## config.mk

```make
export PLATFORM = sky130hd
export DESIGN_NAME = uart_msg_decoder_flat
export DESIGN_NICKNAME = d
export VERILOG_FILES = /design/src/rtl/uart_msg_pkg.sv /design/src/rtl/uart_msg_decoder_if.sv /design/src/rtl/uart_msg_slot_bank.sv /design/src/rtl/uart_msg_decoder.sv /design/src/flat_wrapper.sv
export SDC_FILE = /design/constraint.sdc
export NUM_CORES = 1
export LEC_CHECK = 0
export ABC_AREA = 1
export ABC_CLOCK_PERIOD_IN_PS = 5400
export CORE_UTILIZATION = 50
export CTS_CLUSTER_DIAMETER = 80
export DETAILED_ROUTE_END_ITERATION = 12
export DONT_BUFFER_PORTS = 1
export MAX_ROUTING_LAYER = met4
export PLACE_DENSITY_LB_ADDON = 0.2
export SKIP_CTS_REPAIR_TIMING = 1
export SLEW_MARGIN = 20
export SYNTH_ARGS = -nofsm -noshare
export SYNTH_HDL_FRONTEND = slang
export SYNTH_HIERARCHICAL = 1
export SYNTH_SLANG_ARGS = --single-unit
```

## constraint.sdc

```tcl
create_clock -name clk -period 5.4 [get_ports clk]
set_clock_uncertainty 0.15 [all_clocks]
set_input_delay 0.54 -clock clk [delete_from_list [all_inputs] [get_ports clk]]
set_output_delay 0.54 -clock clk [all_outputs]
set_load 0.02 [all_outputs]
```

## src/rtl/uart_msg_pkg.sv

```systemverilog
// Shared types and constants for the UART message decoder.
package uart_msg_pkg;

    typedef enum logic [1:0] {
        IDLE   = 2'd0,
        POP    = 2'd1,
        SETTLE = 2'd2
    } state_t;

    typedef enum logic [1:0] {
        CTRL    = 2'd0,
        SLOT    = 2'd1,
        COMMIT  = 2'd2,
        ILLEGAL = 2'd3
    } addr_kind_t;

    localparam int unsigned ADDR_CTRL = 0;

    // Bit positions inside the value field of a control byte
    localparam int unsigned CTRL_FIN_BIT   = 0;
    localparam int unsigned CTRL_DEAL_BIT  = 1;
    localparam int unsigned CTRL_START_BIT = 2;
    localparam int unsigned CTRL_CLR_BIT   = 3;
    localparam int unsigned CTRL_W         = 4;

    typedef struct packed {
        logic start;
        logic deal;
        logic dealer_finished;
    } ctrl_flags_t;

endpackage

```

## src/rtl/uart_msg_decoder_if.sv

```systemverilog
// RX FIFO read port: head byte, empty flag and pop strobe.
interface uart_msg_decoder_if #(
    parameter int unsigned DATA_W = 8
);
    logic [DATA_W-1:0] read_data;
    logic              rx_empty;
    logic              rd_uart;

    modport master (output read_data, output rx_empty, input rd_uart);
    modport slave  (input read_data, input rx_empty, output rd_uart);
endinterface

```

## src/rtl/uart_msg_slot_bank.sv

```systemverilog
// Card slot registers and per-slot update pulses.
// With UART_DEC_CHECKSUM_EN defined, slot writes land in a shadow bank and
// are only applied by a COMMIT byte whose value matches the running XOR.
module uart_msg_slot_bank #(
    parameter int unsigned VAL_W   = 4,
    parameter int unsigned N_SLOTS = 9,
    parameter int unsigned IDX_W   = 4
) (
    input  logic                     clk,
    input  logic                     rst,
    input  logic                     slot_wr,
    input  logic [IDX_W-1:0]         slot_idx,
    input  logic [VAL_W-1:0]         wr_val,
    input  logic                     clr_all,
`ifdef UART_DEC_CHECKSUM_EN
    input  logic                     commit,
    output logic                     commit_bad_c,
`endif
    output logic [N_SLOTS*VAL_W-1:0] card_values,
    output logic [N_SLOTS-1:0]       slot_upd
);

    localparam int unsigned BANK_W = N_SLOTS * VAL_W;

`ifdef UART_DEC_CHECKSUM_EN
    logic [BANK_W-1:0]  shadow;
    logic [N_SLOTS-1:0] dirty;
    logic [VAL_W-1:0]   chk;

    assign commit_bad_c = commit && (wr_val != chk);

    // Shadow/dirty/checksum tracking and atomic commit into the live bank
    always_ff @(posedge clk or negedge rst) begin
        if (!rst) begin
            card_values <= '0;
            slot_upd    <= '0;
            shadow      <= '0;
            dirty       <= '0;
            chk         <= '0;
        end else begin
            slot_upd <= '0;
            if (clr_all) begin
                card_values <= '0;
                shadow      <= '0;
                dirty       <= '0;
                chk         <= '0;
                slot_upd    <= '1;
            end else if (slot_wr) begin
                for (int unsigned i = 0; i < N_SLOTS; i++) begin
                    if (slot_idx == IDX_W'(i)) begin
                        shadow[i*VAL_W +: VAL_W] <= wr_val;
                        dirty[i]                 <= 1'b1;
                    end
                end
                chk <= chk ^ wr_val;
            end else if (commit) begin
                if (commit_bad_c) begin
                    shadow <= card_values;
                end else begin
                    card_values <= shadow;
                    slot_upd    <= dirty;
                end
                dirty <= '0;
                chk   <= '0;
            end
        end
    end
`else
    // Direct slot writes; every write pulses its slot, changed or not
    always_ff @(posedge clk or negedge rst) begin
        if (!rst) begin
            card_values <= '0;
            slot_upd    <= '0;
        end else begin
            slot_upd <= '0;
            if (clr_all) begin
                card_values <= '0;
                slot_upd    <= '1;
            end else if (slot_wr) begin
                for (int unsigned i = 0; i < N_SLOTS; i++) begin
                    if (slot_idx == IDX_W'(i)) begin
                        card_values[i*VAL_W +: VAL_W] <= wr_val;
                        slot_upd[i]                   <= 1'b1;
                    end
                end
            end
        end
    end
`endif

endmodule

```

## src/rtl/uart_msg_decoder.sv

```systemverilog
// UART message decoder: pops one byte per three cycles from the RX FIFO,
// decodes {value,address} into control flags and card slots, counts errors.
// Optional feature macro: UART_DEC_CHECKSUM_EN (shadowed slot writes + COMMIT).
module uart_msg_decoder
    import uart_msg_pkg::*;
#(
    parameter int unsigned ADDR_W  = 4,
    parameter int unsigned VAL_W   = 4,
    parameter int unsigned N_SLOTS = 9,
    parameter int unsigned ERR_W   = 8
) (
    input  logic                     clk,
    input  logic                     rst,
    uart_msg_decoder_if.slave        rx,
    output logic                     decoded_dealer_finished,
    output logic                     decoded_deal,
    output logic                     decoded_start,
    output logic                     ctrl_stb,
    output logic [N_SLOTS*VAL_W-1:0] card_values,
    output logic [N_SLOTS-1:0]       slot_upd,
    output logic                     addr_err,
    output logic [ERR_W-1:0]         err_cnt
);

    localparam int unsigned BYTE_W = ADDR_W + VAL_W;
    localparam int unsigned VX_W   = (VAL_W < CTRL_W) ? CTRL_W : VAL_W;

    state_t            state;
    state_t            next_state;
    logic [BYTE_W-1:0] byte_q;
    logic              rd_uart_q;
    ctrl_flags_t       flags_q;

    logic [ADDR_W-1:0] addr_c;
    logic [VAL_W-1:0]  val_c;
    logic [VX_W-1:0]   val_x_c;
    logic [ADDR_W-1:0] slot_idx_c;
    addr_kind_t        kind_c;
    logic              pop_c;
    logic              slot_wr_c;
    logic              clr_all_c;
    logic              commit_bad_c;
    logic              err_c;
    logic              ctrl_c;
`ifdef UART_DEC_CHECKSUM_EN
    logic              commit_c;
`endif

    assign rx.rd_uart              = rd_uart_q;
    assign decoded_dealer_finished = flags_q.dealer_finished;
    assign decoded_deal            = flags_q.deal;
    assign decoded_start           = flags_q.start;

    // Next-state logic: a byte is taken only from IDLE when the FIFO is non-empty
    always_comb begin
        next_state = state;
        case (state)
            IDLE:    if (!rx.rx_empty) next_state = POP;
            POP:     next_state = SETTLE;
            SETTLE:  next_state = IDLE;
            default: next_state = IDLE;
        endcase
    end

    // State register, byte latch and registered one-cycle pop strobe
    always_ff @(posedge clk or negedge rst) begin
        if (!rst) begin
            state     <= IDLE;
            byte_q    <= '0;
            rd_uart_q <= 1'b0;
        end else begin
            state     <= next_state;
            rd_uart_q <= (next_state == POP);
            if (state == IDLE && !rx.rx_empty) begin
                byte_q <= BYTE_W'(rx.read_data);
            end
        end
    end

    assign addr_c  = byte_q[ADDR_W-1:0];
    assign val_c   = byte_q[BYTE_W-1 -: VAL_W];
    assign val_x_c = VX_W'(val_c);
    assign pop_c   = (state == POP);

    // Address classification of the latched byte
    always_comb begin
        kind_c     = ILLEGAL;
        slot_idx_c = ADDR_W'(addr_c - ADDR_W'(1));
        if (addr_c == ADDR_W'(ADDR_CTRL)) begin
            kind_c = CTRL;
        end else if (addr_c <= ADDR_W'(N_SLOTS)) begin
            kind_c = SLOT;
`ifdef UART_DEC_CHECKSUM_EN
        end else if (addr_c == {ADDR_W{1'b1}}) begin
            kind_c = COMMIT;
`endif
        end
    end

    assign ctrl_c    = pop_c && (kind_c == CTRL);
    assign slot_wr_c = pop_c && (kind_c == SLOT);
    assign clr_all_c = ctrl_c && val_x_c[CTRL_CLR_BIT];
`ifdef UART_DEC_CHECKSUM_EN
    assign commit_c  = pop_c && (kind_c == COMMIT);
`else
    assign commit_bad_c = 1'b0;
`endif
    assign err_c     = pop_c && ((kind_c == ILLEGAL) || commit_bad_c);

    // Control levels, control/error pulses and saturating error counter
    always_ff @(posedge clk or negedge rst) begin
        if (!rst) begin
            flags_q  <= '0;
            ctrl_stb <= 1'b0;
            addr_err <= 1'b0;
            err_cnt  <= '0;
        end else begin
            ctrl_stb <= ctrl_c;
            addr_err <= err_c;
            if (ctrl_c) begin
                flags_q.dealer_finished <= val_x_c[CTRL_FIN_BIT];
                flags_q.deal            <= val_x_c[CTRL_DEAL_BIT];
                flags_q.start           <= val_x_c[CTRL_START_BIT];
            end
            if (err_c && (err_cnt != {ERR_W{1'b1}})) begin
                err_cnt <= err_cnt + ERR_W'(1);
            end
        end
    end

    uart_msg_slot_bank #(
        .VAL_W   (VAL_W),
        .N_SLOTS (N_SLOTS),
        .IDX_W   (ADDR_W)
    ) u_slot_bank (
        .clk          (clk),
        .rst          (rst),
        .slot_wr      (slot_wr_c),
        .slot_idx     (slot_idx_c),
        .wr_val       (val_c),
        .clr_all      (clr_all_c),
`ifdef UART_DEC_CHECKSUM_EN
        .commit       (commit_c),
        .commit_bad_c (commit_bad_c),
`endif
        .card_values  (card_values),
        .slot_upd     (slot_upd)
    );

endmodule

```

## src/flat_wrapper.sv

```systemverilog
// flat-port wrapper written by rule: the top's interface ports become plain ports
module uart_msg_decoder_flat import uart_msg_pkg::*;
#(
    parameter int unsigned ADDR_W  = 4,
    parameter int unsigned VAL_W   = 4,
    parameter int unsigned N_SLOTS = 9,
    parameter int unsigned ERR_W   = 8
)
  (clk, rst, decoded_dealer_finished, decoded_deal, decoded_start, ctrl_stb, card_values, slot_upd, addr_err, err_cnt, rx_read_data, rx_rx_empty, rx_rd_uart);
  uart_msg_decoder_if #(.DATA_W(8)) rx_i ();
  input  logic clk;
  input  logic rst;
  output logic decoded_dealer_finished;
  output logic decoded_deal;
  output logic decoded_start;
  output logic ctrl_stb;
  output logic [N_SLOTS*VAL_W-1:0] card_values;
  output logic [N_SLOTS-1:0] slot_upd;
  output logic addr_err;
  output logic [ERR_W-1:0] err_cnt;
  input wire logic [$bits(rx_i.read_data)-1:0] rx_read_data;
  input wire logic [$bits(rx_i.rx_empty)-1:0] rx_rx_empty;
  output wire logic [$bits(rx_i.rd_uart)-1:0] rx_rd_uart;
  assign rx_i.read_data = rx_read_data;
  assign rx_i.rx_empty = rx_rx_empty;
  assign rx_rd_uart = rx_i.rd_uart;
  uart_msg_decoder #(.ADDR_W(ADDR_W), .VAL_W(VAL_W), .N_SLOTS(N_SLOTS), .ERR_W(ERR_W)) u_core (.clk(clk), .rst(rst), .rx(rx_i), .decoded_dealer_finished(decoded_dealer_finished), .decoded_deal(decoded_deal), .decoded_start(decoded_start), .ctrl_stb(ctrl_stb), .card_values(card_values), .slot_upd(slot_upd), .addr_err(addr_err), .err_cnt(err_cnt));
endmodule
```

==> impl_metrics.tcl, run 1 <==
set metrics [dict create \
    netSwitchingFraction 0.412 \
    peakVddDrop_mv 0.271 \
    crit_chain "inv_1 -> ha_1 -> nand2_1 -> nor2_1 -> nand2_1 -> nor2_1 -> inv_2 -> nand3_1 -> nand2_1" \
    syn_inst 356 \
    worst_setup_path_end_kind "flip-flop" \
    p_per_area_nw_per_um2 499 \
    cts_num_sinks 69 \
    fill_cells 540 \
    min_path_type "in2reg" \
    fin_crit_sh 0.479 \
    cp.arrival_ns 2.65 \
    multi_input_area_um2 1270 \
    fin_area_um2 3510 \
    drive_gt1_frac 0.180 \
    clkLatencyLatePin_ns 0.34 \
    die_width_um 81.9 \
    post-place-ws_ns 2.83 \
    dr_wl_met3_um 502 \
    grt_usage 0.214 \
    static-leakage-power_nw 1.93 \
    fp-row-count 28 \
    core_um2 6030 \
    worstMarginPinSlew_ns 0.725 \
    drt-total-wl_um 6410 \
    min_period_ns 2.59 \
    io_buffers 0 \
    path_clk_slew_ns 0.08 \
    initial_core_util 0.530 \
    cts_max_path_buffers 2 \
    critPathLaunchType "flip-flop" \
    slew_headroom 0.516 \
    synth.net_count 371 \
    status "finished, final reports clean" \
    grt_pass1_vias 2084 \
    hold_violations 0 \
    grt_pass1_wl_um 10300 \
    setup_viol_count_final 0 \
    critPathKind "reg2reg" \
    wl_per_cell_um 14.5 \
    tns_ns 0 \
    cts_root_buf "clkbuf_8" \
    cts_tree "yes" \
    cap_viol_max_count 0 \
    crit_path_top_delay_cell "inv_2" \
    worst_ep_required_time_ns 5.47 \
    grt-ovfl-total 0 \
    routed_via_density 5.19 \
    vias 2295 \
    yosysTopAreaCell "dfrtp_1" \
    final_nets 378 \
    yosysUniqueCellTypes 20 \
    ys_seq_area_frac 0.540 \
    max_freq_mhz 386 \
    rsz0062_at_grt "false" \
    yosysWarnings 6 \
    pwr-share-seq 0.519 \
    final_common_cell "nand2_1" \
    die_y_um 81.9 \
    io_pins 70 \
    gp_congestion 0.769 \
    p_switching_mw 0.722 \
    crit_fanout 45 \
    p_comb_frac 0.224 \
    antenna_left 0 \
    power_mw 1.75 \
    slew_viol_final 0 \
    ff_latch_area_um2 1730 \
    syn_area_um2 3200 \
    drt_iter0_drc 121 \
    antenna_found_initial 0 \
    wl_met1_um 3010 \
    path_common_cell "nand2_1" \
    synthTopCellsByArea "dfrtp_1 54%, nand2_1 15%, nand3_1 6.7%" \
    internal_power_mw 1.03 \
    area_growth_pct 9.83 \
    layout_common_cells "130 x nand2_1, 69 x dfrtp_1, 43 x nand3_1, 23 x inv_1, 19 x inv_2" \
    max_stage_delay_ns 0.42 \
    top_layer_used "met4" \
    setup_ws_ns 2.81 \
    p_clk_frac 0.257 \
    num_antenna_cells 0 \
    placed_area_um2 3260 \
    dr.pass1.iters 7 \
    synthDominantCellAreaShare 0.540 \
    hpwlAfterDp_um 4200 \
    synth-seq-cells 69 \
    route.met2.wl_um 2810 \
    synth.avg_cell_area_um2 8.98 \
    grt_max_degree 70 \
    die_area_um2 6710 \
    drc 0 \
    htreeDepth 3 \
    cts_buffers 9 \
]
[worst max-delay path, delay by kind of cell, from the launching register on]
family                   cells  cell delay [ns]
buffers and inverters        2             0.71
adder cells (fa/ha/maj)      1             0.21
flip-flops                   1             0.38
AND/OR/NAND/NOR              6             1.00
[state kept, by name, indices dropped and copies added, names as in the netlist]
register and cells:
u_core/err_cnt 8, u_core/state 2, u_core/u_slot_bank/card_values 36, u_core/u_slot_bank/slot_upd 9, u_core/decoded_start 1, u_core/byte_q 8, u_core/addr_err 1, u_core/ctrl_stb 1
u_core/decoded_dealer_finished 1, u_core/decoded_deal 1, u_core/rx.rd_uart 1
[cell families (layout without fill, tap and decap cells)]
| family | count (synthesis) | after routing | share of synthesized area |
|---|---|---|---|
| adder cells (fa/ha/maj) | 4 | 4 | 0.0157 |
| AND/OR/NAND/NOR | 218 | 218 | 0.354 |
| XOR/XNOR | 3 | 3 | 0.00822 |
| AO/OA/AOI/OAI | 13 | 13 | 0.0204 |
| flip-flops | 69 | 69 | 0.540 |
| buffers and inverters | 49 | 60 | 0.0611 |
[Yosys cell counts (all sizes together)]
cell    count
nand4       6
buf         7
nand2     135
o21ai      13
dfrtp      69
nand3      54
nor2       22
xor2        3
ha          4
nand3b      1
inv        42
[layer usage]
| layer | vias up | track usage |
|---|---|---|
| met1 | 1081 | 0.297 |
| met5 | - | - |
| li1 | 1137 | - |
| met3 | 10 | 0.0644 |
| met4 | 0 | 0.0842 |
| met2 | 67 | 0.292 |
[power groups by stage]
stage               clock network (mW)  registers (mW)  logic [mW]
floorplan                            0           0.885       0.321
finish                           0.450           0.908       0.393
global placement                     0           0.918       0.368
detailed placement                   0           0.918       0.381
CTS                              0.460           0.911       0.382
global route                     0.480           0.928       0.447
[final timing paths]
kind | cells after the start | slack, ns | to | from
min in group asynchronous | 2 | 0.61 | u_core/u_slot_bank/card_values[16] | rst
min reg2reg | 1 | 0.35 | u_core/state[1] | u_core/state[1]
min | 2 | 0.18 | u_core/byte_q[3] | rx_read_data[3]
max reg2reg | 9 | 2.81 | u_core/u_slot_bank/card_values[12] | u_core/byte_q[0]
max in group asynchronous | 2 | 4.22 | u_core/u_slot_bank/card_values[8] | rst
max | 9 | 2.81 | u_core/u_slot_bank/card_values[12] | u_core/byte_q[0]
[through the flow]
stage                     instances  hold WS, ns  utilization
final                           442        0.179        0.582
after global routing            442        0.162        0.582
after CTS                       440       -0.278        0.576
after detailed placement        425       0.0963        0.541
after global placement          425       0.0962        0.541
after floorplan                 356       0.0944            -
[area by class of cell]
type,instances,area share
flip-flops and latches,69,0.492
multi-input cells,238,0.363
inverters,42,0.0449
clock buffers,9,0.0353
well taps,75,0.0267
clock inverters,6,0.0253
repair buffers,3,0.0128
No activity file was read; power rests on OpenSTA's default activity.
==> inputs of run 2 (changes only) <==
--- a/config.mk
+++ b/config.mk
@@ -6,7 +6,7 @@
 export NUM_CORES = 1
 export LEC_CHECK = 0
 export ABC_AREA = 1
-export ABC_CLOCK_PERIOD_IN_PS = 5400
+export ABC_CLOCK_PERIOD_IN_PS = 2400
 export CORE_UTILIZATION = 50
 export CTS_CLUSTER_DIAMETER = 80
 export DETAILED_ROUTE_END_ITERATION = 12
==> constraint.sdc (replaced) <==
create_clock -name clk -period 2.4 [get_ports clk]
set_clock_uncertainty 0.15 [all_clocks]
set_input_delay 0.24 -clock clk [delete_from_list [all_inputs] [get_ports clk]]
set_output_delay 0.24 -clock clk [all_outputs]
set_load 0.02 [all_outputs]
==> run 2 against run 1 <==
Effect of this change:
- core utilization increased by 1.2 points
- wire length increased by 1.2%
- sequential power increased by 120%
- critical endpoint is now u_core/u_slot_bank/card_values[33]
- design area increased by 2.0%
- hold slack improved by 0.11 ns
- critical path depth increased by 3
- clock-buffer cell count increased by 2
- power increased by 110%
- sequential share of layout area decreased by 0.98 points
- largest cell class unchanged
- sequential cell count unchanged
- final cell count increased by 3.2%
- combinational power increased by 130%
- critical path type unchanged
==> impl_metrics.tcl, run 2 (synthesized netlist as in run 1, its figures left out) <==
set metrics [dict create \
    status "finished, final reports clean" \
    cts_tree "yes" \
    cts_buffers 9 \
    internal_power_mw 2.14 \
    r2r_start "u_core/byte_q[0]" \
    worst_setup_path_end_kind "flip-flop" \
    grt_usage 0.223 \
    htreeDepth 3 \
    grt-ovfl-total 0 \
    met1_usage 0.297 \
    grt_util_met2 0.312 \
    worstMarginPinSlew_ns 0.514 \
    grt_pass1_vias 2180 \
    final_nets 391 \
    cts_num_sinks 69 \
    fin_cells 456 \
    drt_iter0_drc 130 \
    cp.arrival_ns 2.12 \
    static-leakage-power_nw 1.97 \
    cts_root_buf "clkbuf_8" \
    cp-startpoint "u_core/byte_q[0]" \
    grt_util_met3 0.0689 \
    placed_area_um2 3290 \
    area_growth_pct 12.1 \
    min_period_ns 2.04 \
    crit_path_top_delay_cell "dfrtp_1" \
    layout_common_cells "130 x nand2_1, 69 x dfrtp_1, 43 x nand3_1, 23 x inv_1, 18 x inv_2" \
    ff_latch_area_um2 1730 \
    fin_crit_sh 0.851 \
    hpwlAfterDp_um 4270 \
    wl_per_cell_um 14.2 \
    reg_top3 "u_core/u_slot_bank/card_values x36, u_core/u_slot_bank/slot_upd x9" \
    p_comb_frac 0.246 \
    cts_max_path_buffers 2 \
    antenna_left 0 \
    io_pins 70 \
    netSwitchingFraction 0.429 \
    pwr-share-seq 0.543 \
    slew_headroom 0.657 \
    rsz0062_at_grt "false" \
    die_area_um2 6710 \
    max_stage_delay_ns 0.39 \
    p_switching_mw 1.61 \
    die_width_um 81.9 \
    p_clk_frac 0.211 \
    fill_cells 540 \
    max_freq_mhz 490 \
    grt_max_degree 70 \
    slew_viol_final 0 \
    fin_area_um2 3580 \
    setup_viol_count_final 0 \
    core_um2 6030 \
    routed_via_density 5.09 \
    peakVddDrop_mv 0.642 \
    path_clk_slew_ns 0.07 \
    drt-total-wl_um 6490 \
    p_per_area_nw_per_um2 1050 \
    worst_ep_required_time_ns 2.48 \
    grt_pass1_wl_um 10700 \
    grt-busiest-layer "met2" \
    tns_ns 0 \
    top_register "u_core/u_slot_bank/card_values" \
    initial_core_util 0.530 \
    vias 2320 \
    clkLatencyLatePin_ns 0.33 \
    worstSetupEndpoint "u_core/u_slot_bank/card_values[33]" \
    cap_viol_max_count 0 \
    drc 0 \
    final_common_cell "nand2_1" \
    hold_ws_ns 0.292 \
    power_mw 3.75 \
    antenna_found_initial 0 \
    largest_reg_flops 36 \
    crit_chain "inv_1 -> ha_1 -> nand2_2 -> nand3_4 -> nand2_1 -> nor2_1 -> buf_4 -> nand2_1 -> inv_2 -> nand3_2 -> nand3_1 -> nand2_1" \
    fp-row-count 28 \
    io_buffers 0 \
    dp.cells 429 \
    die_y_um 81.9 \
    gp_congestion 0.741 \
    critPathKind "reg2reg" \
    r2r_end "u_core/u_slot_bank/card_values[33]" \
    path_common_cell "nand2_1" \
    worstRegToRegCells 12 \
    drive_gt1_frac 0.184 \
    crit_fanout 10 \
    multi_input_area_um2 1280 \
    hold_violations 0 \
    r2r_slack_ns 0.36 \
    dr.pass1.iters 4 \
    num_antenna_cells 0 \
    min_path_type "in2async" \
    critPathLaunchType "flip-flop" \
]
[run 2: changes by cell type in the layout (fill, tap and decap cells not counted), moves of 2 or more]
cell / delta
dlygate4sd3_1: +9
buf_4: +4
clkinv_2: +3
bufinv_16: -2
clkbuf_1: +2
[run 2: worst min-delay path by stage]
stage / to / slack, ns
6_report: u_core/ctrl_stb / 0.29
5_1_grt: u_core/decoded_deal / 0.32
4_1_cts: u_core/err_cnt[6] / -0.57
3_5_place_dp: u_core/ctrl_stb / -0.20
3_3_place_gp: u_core/ctrl_stb / -0.20
2_1_floorplan: u_core/addr_err / -0.21
[run 2: per-stage QoR]
| step | util | setup slack (ns) |
|---|---|---|
| finish | 0.594 | 0.358 |
| detailed placement | 0.546 | 0.167 |
| global placement | 0.546 | 0.231 |
| global route | 0.594 | 0.201 |
| CTS | 0.572 | 0.0987 |
| floorplan | - | 0.335 |
[run 2: routing by layer]
metal / routed length, µm / vias up
met1: 2980 / 1088
met3: 488 / 11
met5: 0 / -
met4: 115 / 0
met2: 2910 / 67
li1: - / 1154
[run 2: critical path, delay by kind of cell (launching register included)]
| family | cells | cell delay (ns) |
|---|---|---|
| flip-flops | 1 | 0.39 |
| buffers and inverters | 3 | 0.48 |
| AND/OR/NAND/NOR | 8 | 0.70 |
| adder cells (fa/ha/maj) | 1 | 0.21 |
[run 2: cell type report]
| class | count | area share |
|---|---|---|
| repair buffers | 16 | 0.0461 |
| flip-flops and latches | 69 | 0.482 |
| inverters | 42 | 0.0447 |
| well taps | 75 | 0.0262 |
| clock buffers | 11 | 0.0367 |
| clock inverters | 5 | 0.00769 |
| multi-input cells | 238 | 0.356 |
[run 2: power groups by stage]
stage	clock network (mW)	registers [mW]	logic, mW
2_1_floorplan	0	1.99	0.723
3_3_place_gp	0	2.06	0.856
3_5_place_dp	0	2.06	0.885
4_1_cts	0.812	2.05	0.889
5_1_grt	0.860	2.08	1.05
6_report	0.791	2.04	0.921
==> inputs of run 3 (changes only) <==
--- a/config.mk
+++ b/config.mk
@@ -11,6 +11,7 @@
 export CTS_CLUSTER_DIAMETER = 80
 export DETAILED_ROUTE_END_ITERATION = 12
 export DONT_BUFFER_PORTS = 1
+export GPL_TIMING_DRIVEN = 0
 export MAX_ROUTING_LAYER = met4
 export PLACE_DENSITY_LB_ADDON = 0.2
 export SKIP_CTS_REPAIR_TIMING = 1
==> run 3 against run 2 <==
Effect of this change:
- register-to-register slack got worse by 0.26 ns
- non-clock buffer count rose by 2
- first-iteration DRC count fell by 22%
- sequential power barely moved
- setup slack got worse by 0.26 ns
- critical path type unchanged
- highest routed layer unchanged
==> impl_metrics.tcl, run 3 (synthesized netlist as in run 1, its figures left out) <==
set metrics [dict create \
    slew_viol_final 0 \
    status "finished, final reports clean" \
    fp-row-count 28 \
    die_area_um2 6710 \
    io_buffers 0 \
    grt_pass1_vias 2173 \
    die_y_um 81.9 \
    path_delay_family "buffers and inverters" \
    final_common_cell "nand2_1" \
    crit_buf_inv 4 \
    hold_ws_ns 0.285 \
    slew_headroom 0.570 \
    cts_buffers 9 \
    cts_max_path_buffers 2 \
    setup_ws_ns 0.103 \
    path_common_cell "nand2_1" \
    hpwlAfterDp_um 4410 \
    final_nets 393 \
    layout_common_cells "130 x nand2_1, 69 x dfrtp_1, 43 x nand3_1, 23 x inv_1, 19 x inv_2" \
    worst_ep_required_time_ns 2.49 \
    largest_reg_flops 36 \
    cts_num_sinks 69 \
    drive_gt1_frac 0.191 \
    static-leakage-power_nw 2.00 \
    fin_crit_sh 0.957 \
    max_freq_mhz 435 \
    core_um2 6030 \
    num_antenna_cells 0 \
    initial_core_util 0.530 \
    die_width_um 81.9 \
    grt_max_degree 70 \
    drc 0 \
    hold_violations 0 \
    cp.arrival_ns 2.39 \
    min_period_ns 2.30 \
    gp_congestion 0.760 \
    drt_iter0_drc 101 \
    htreeDepth 3 \
    area_growth_pct 14.6 \
    crit_path_top_delay_cell "dfrtp_1" \
    worstRegToRegCells 11 \
    wl_per_cell_um 14.6 \
    peakVddDrop_mv 0.604 \
    routed_via_density 5.12 \
    cp.depth 11 \
    p_per_area_nw_per_um2 1120 \
    critPathLaunchType "flip-flop" \
    grt-ovfl-total 0 \
    critPathKind "reg2reg" \
    max_stage_delay_ns 0.38 \
    grt_pass1_wl_um 10500 \
    post-place-ws_ns 0.107 \
    crit_chain "inv_1 -> ha_1 -> nand2_1 -> nor2_1 -> nand2_1 -> nor2_1 -> buf_2 -> inv_2 -> buf_2 -> nand3_1 -> nand2_1" \
    cts_root_buf "clkbuf_8" \
    min_path_type "in2async" \
    vias 2347 \
    drt-total-wl_um 6680 \
    setup_viol_count_final 0 \
    antenna_left 0 \
    rsz0062_at_grt "true" \
    io_pins 70 \
    worstMarginPinSlew_ns 0.643 \
    worst_setup_path_end_kind "flip-flop" \
    cts_tree "yes" \
    reg_top3 "u_core/u_slot_bank/card_values x36, u_core/u_slot_bank/slot_upd x9" \
    crit_fanout 10 \
    path_clk_slew_ns 0.08 \
    clkLatencyLatePin_ns 0.34 \
    cap_viol_max_count 0 \
    top_register "u_core/u_slot_bank/card_values" \
    grt_usage 0.222 \
    antenna_found_initial 0 \
    dr.pass1.iters 4 \
]
## run 3: changes by cell type in the layout (fill, tap and decap cells not counted), moves of 2 or more
cell / delta
bufinv_16: +3
buf_2: +6
buf_4: -4
clkbuf_1: -2
clkinv_2: -4
## run 3: per-layer routing
layer / track usage / part of all wire / up-vias / routed length [µm]
met5: - / 0 / - / 0
met4: 0.105 / 0.011 / 0 / 74
met3: 0.0689 / 0.075 / 6 / 502
met2: 0.312 / 0.47 / 59 / 3110
met1: 0.291 / 0.45 / 1114 / 2990
li1: - / - / 1168 / -
## run 3: power breakdown
part | leakage [nW] | internal (mW) | total [mW] | switching [mW]
clock | 0.116 | 0.695 | 1.16 | 0.464
sequential | 0.926 | 1.46 | 2.04 | 0.576
combinational | 0.962 | 0.288 | 0.899 | 0.611
## run 3: metrics by stage
| stage | std cells | power, mW | TNS (ns) | area [µm²] | utilization |
|---|---|---|---|---|---|
| after floorplan | 356 | 2.71 | 0 | 3200 | - |
| after detailed placement | 431 | 2.93 | 0 | 3290 | 0.546 |
| after CTS | 447 | 4.09 | 0 | 3540 | 0.587 |
| after global routing | 458 | 4.32 | -1.56 | 3660 | 0.608 |
| final | 458 | 4.10 | 0 | 3660 | 0.608 |
| after global placement | 431 | 2.89 | 0 | 3290 | 0.546 |
## run 3: worst paths after layout
path                                  start                                  to  slack, ns
setup reg to reg           u_core/byte_q[0]  u_core/u_slot_bank/card_values[20]       0.10
min in group clk            u_core/state[1]                     u_core/state[1]       0.35
setup / recovery           u_core/byte_q[0]  u_core/u_slot_bank/card_values[20]       0.10
max in group asynchronous               rst  u_core/u_slot_bank/card_values[28]       1.54
hold / removal                          rst                    u_core/byte_q[1]       0.29
hold reg to reg             u_core/state[1]                     u_core/state[1]       0.35
## run 3: area by class of cell
cell class	instances	area (µm²)
fillers	510	2360
flip-flops and latches	69	1730
multi-input cells	238	1270
inverters	42	158
repair buffers	11	128
clock buffers	9	124
clock inverters	7	123
well taps	75	93.8
plain buffers	7	37.5
## run 3: worst register-to-register path: stages (launching register included)
cell,delay [ns]
dfrtp_1,0.38
inv_1,0.28
ha_1,0.20
nand2_1,0.05
nor2_1,0.13
nand2_1,0.21
nor2_1,0.13
buf_2,0.18
inv_2,0.11
buf_2,0.22
nand3_1,0.11
nand2_1,0.05
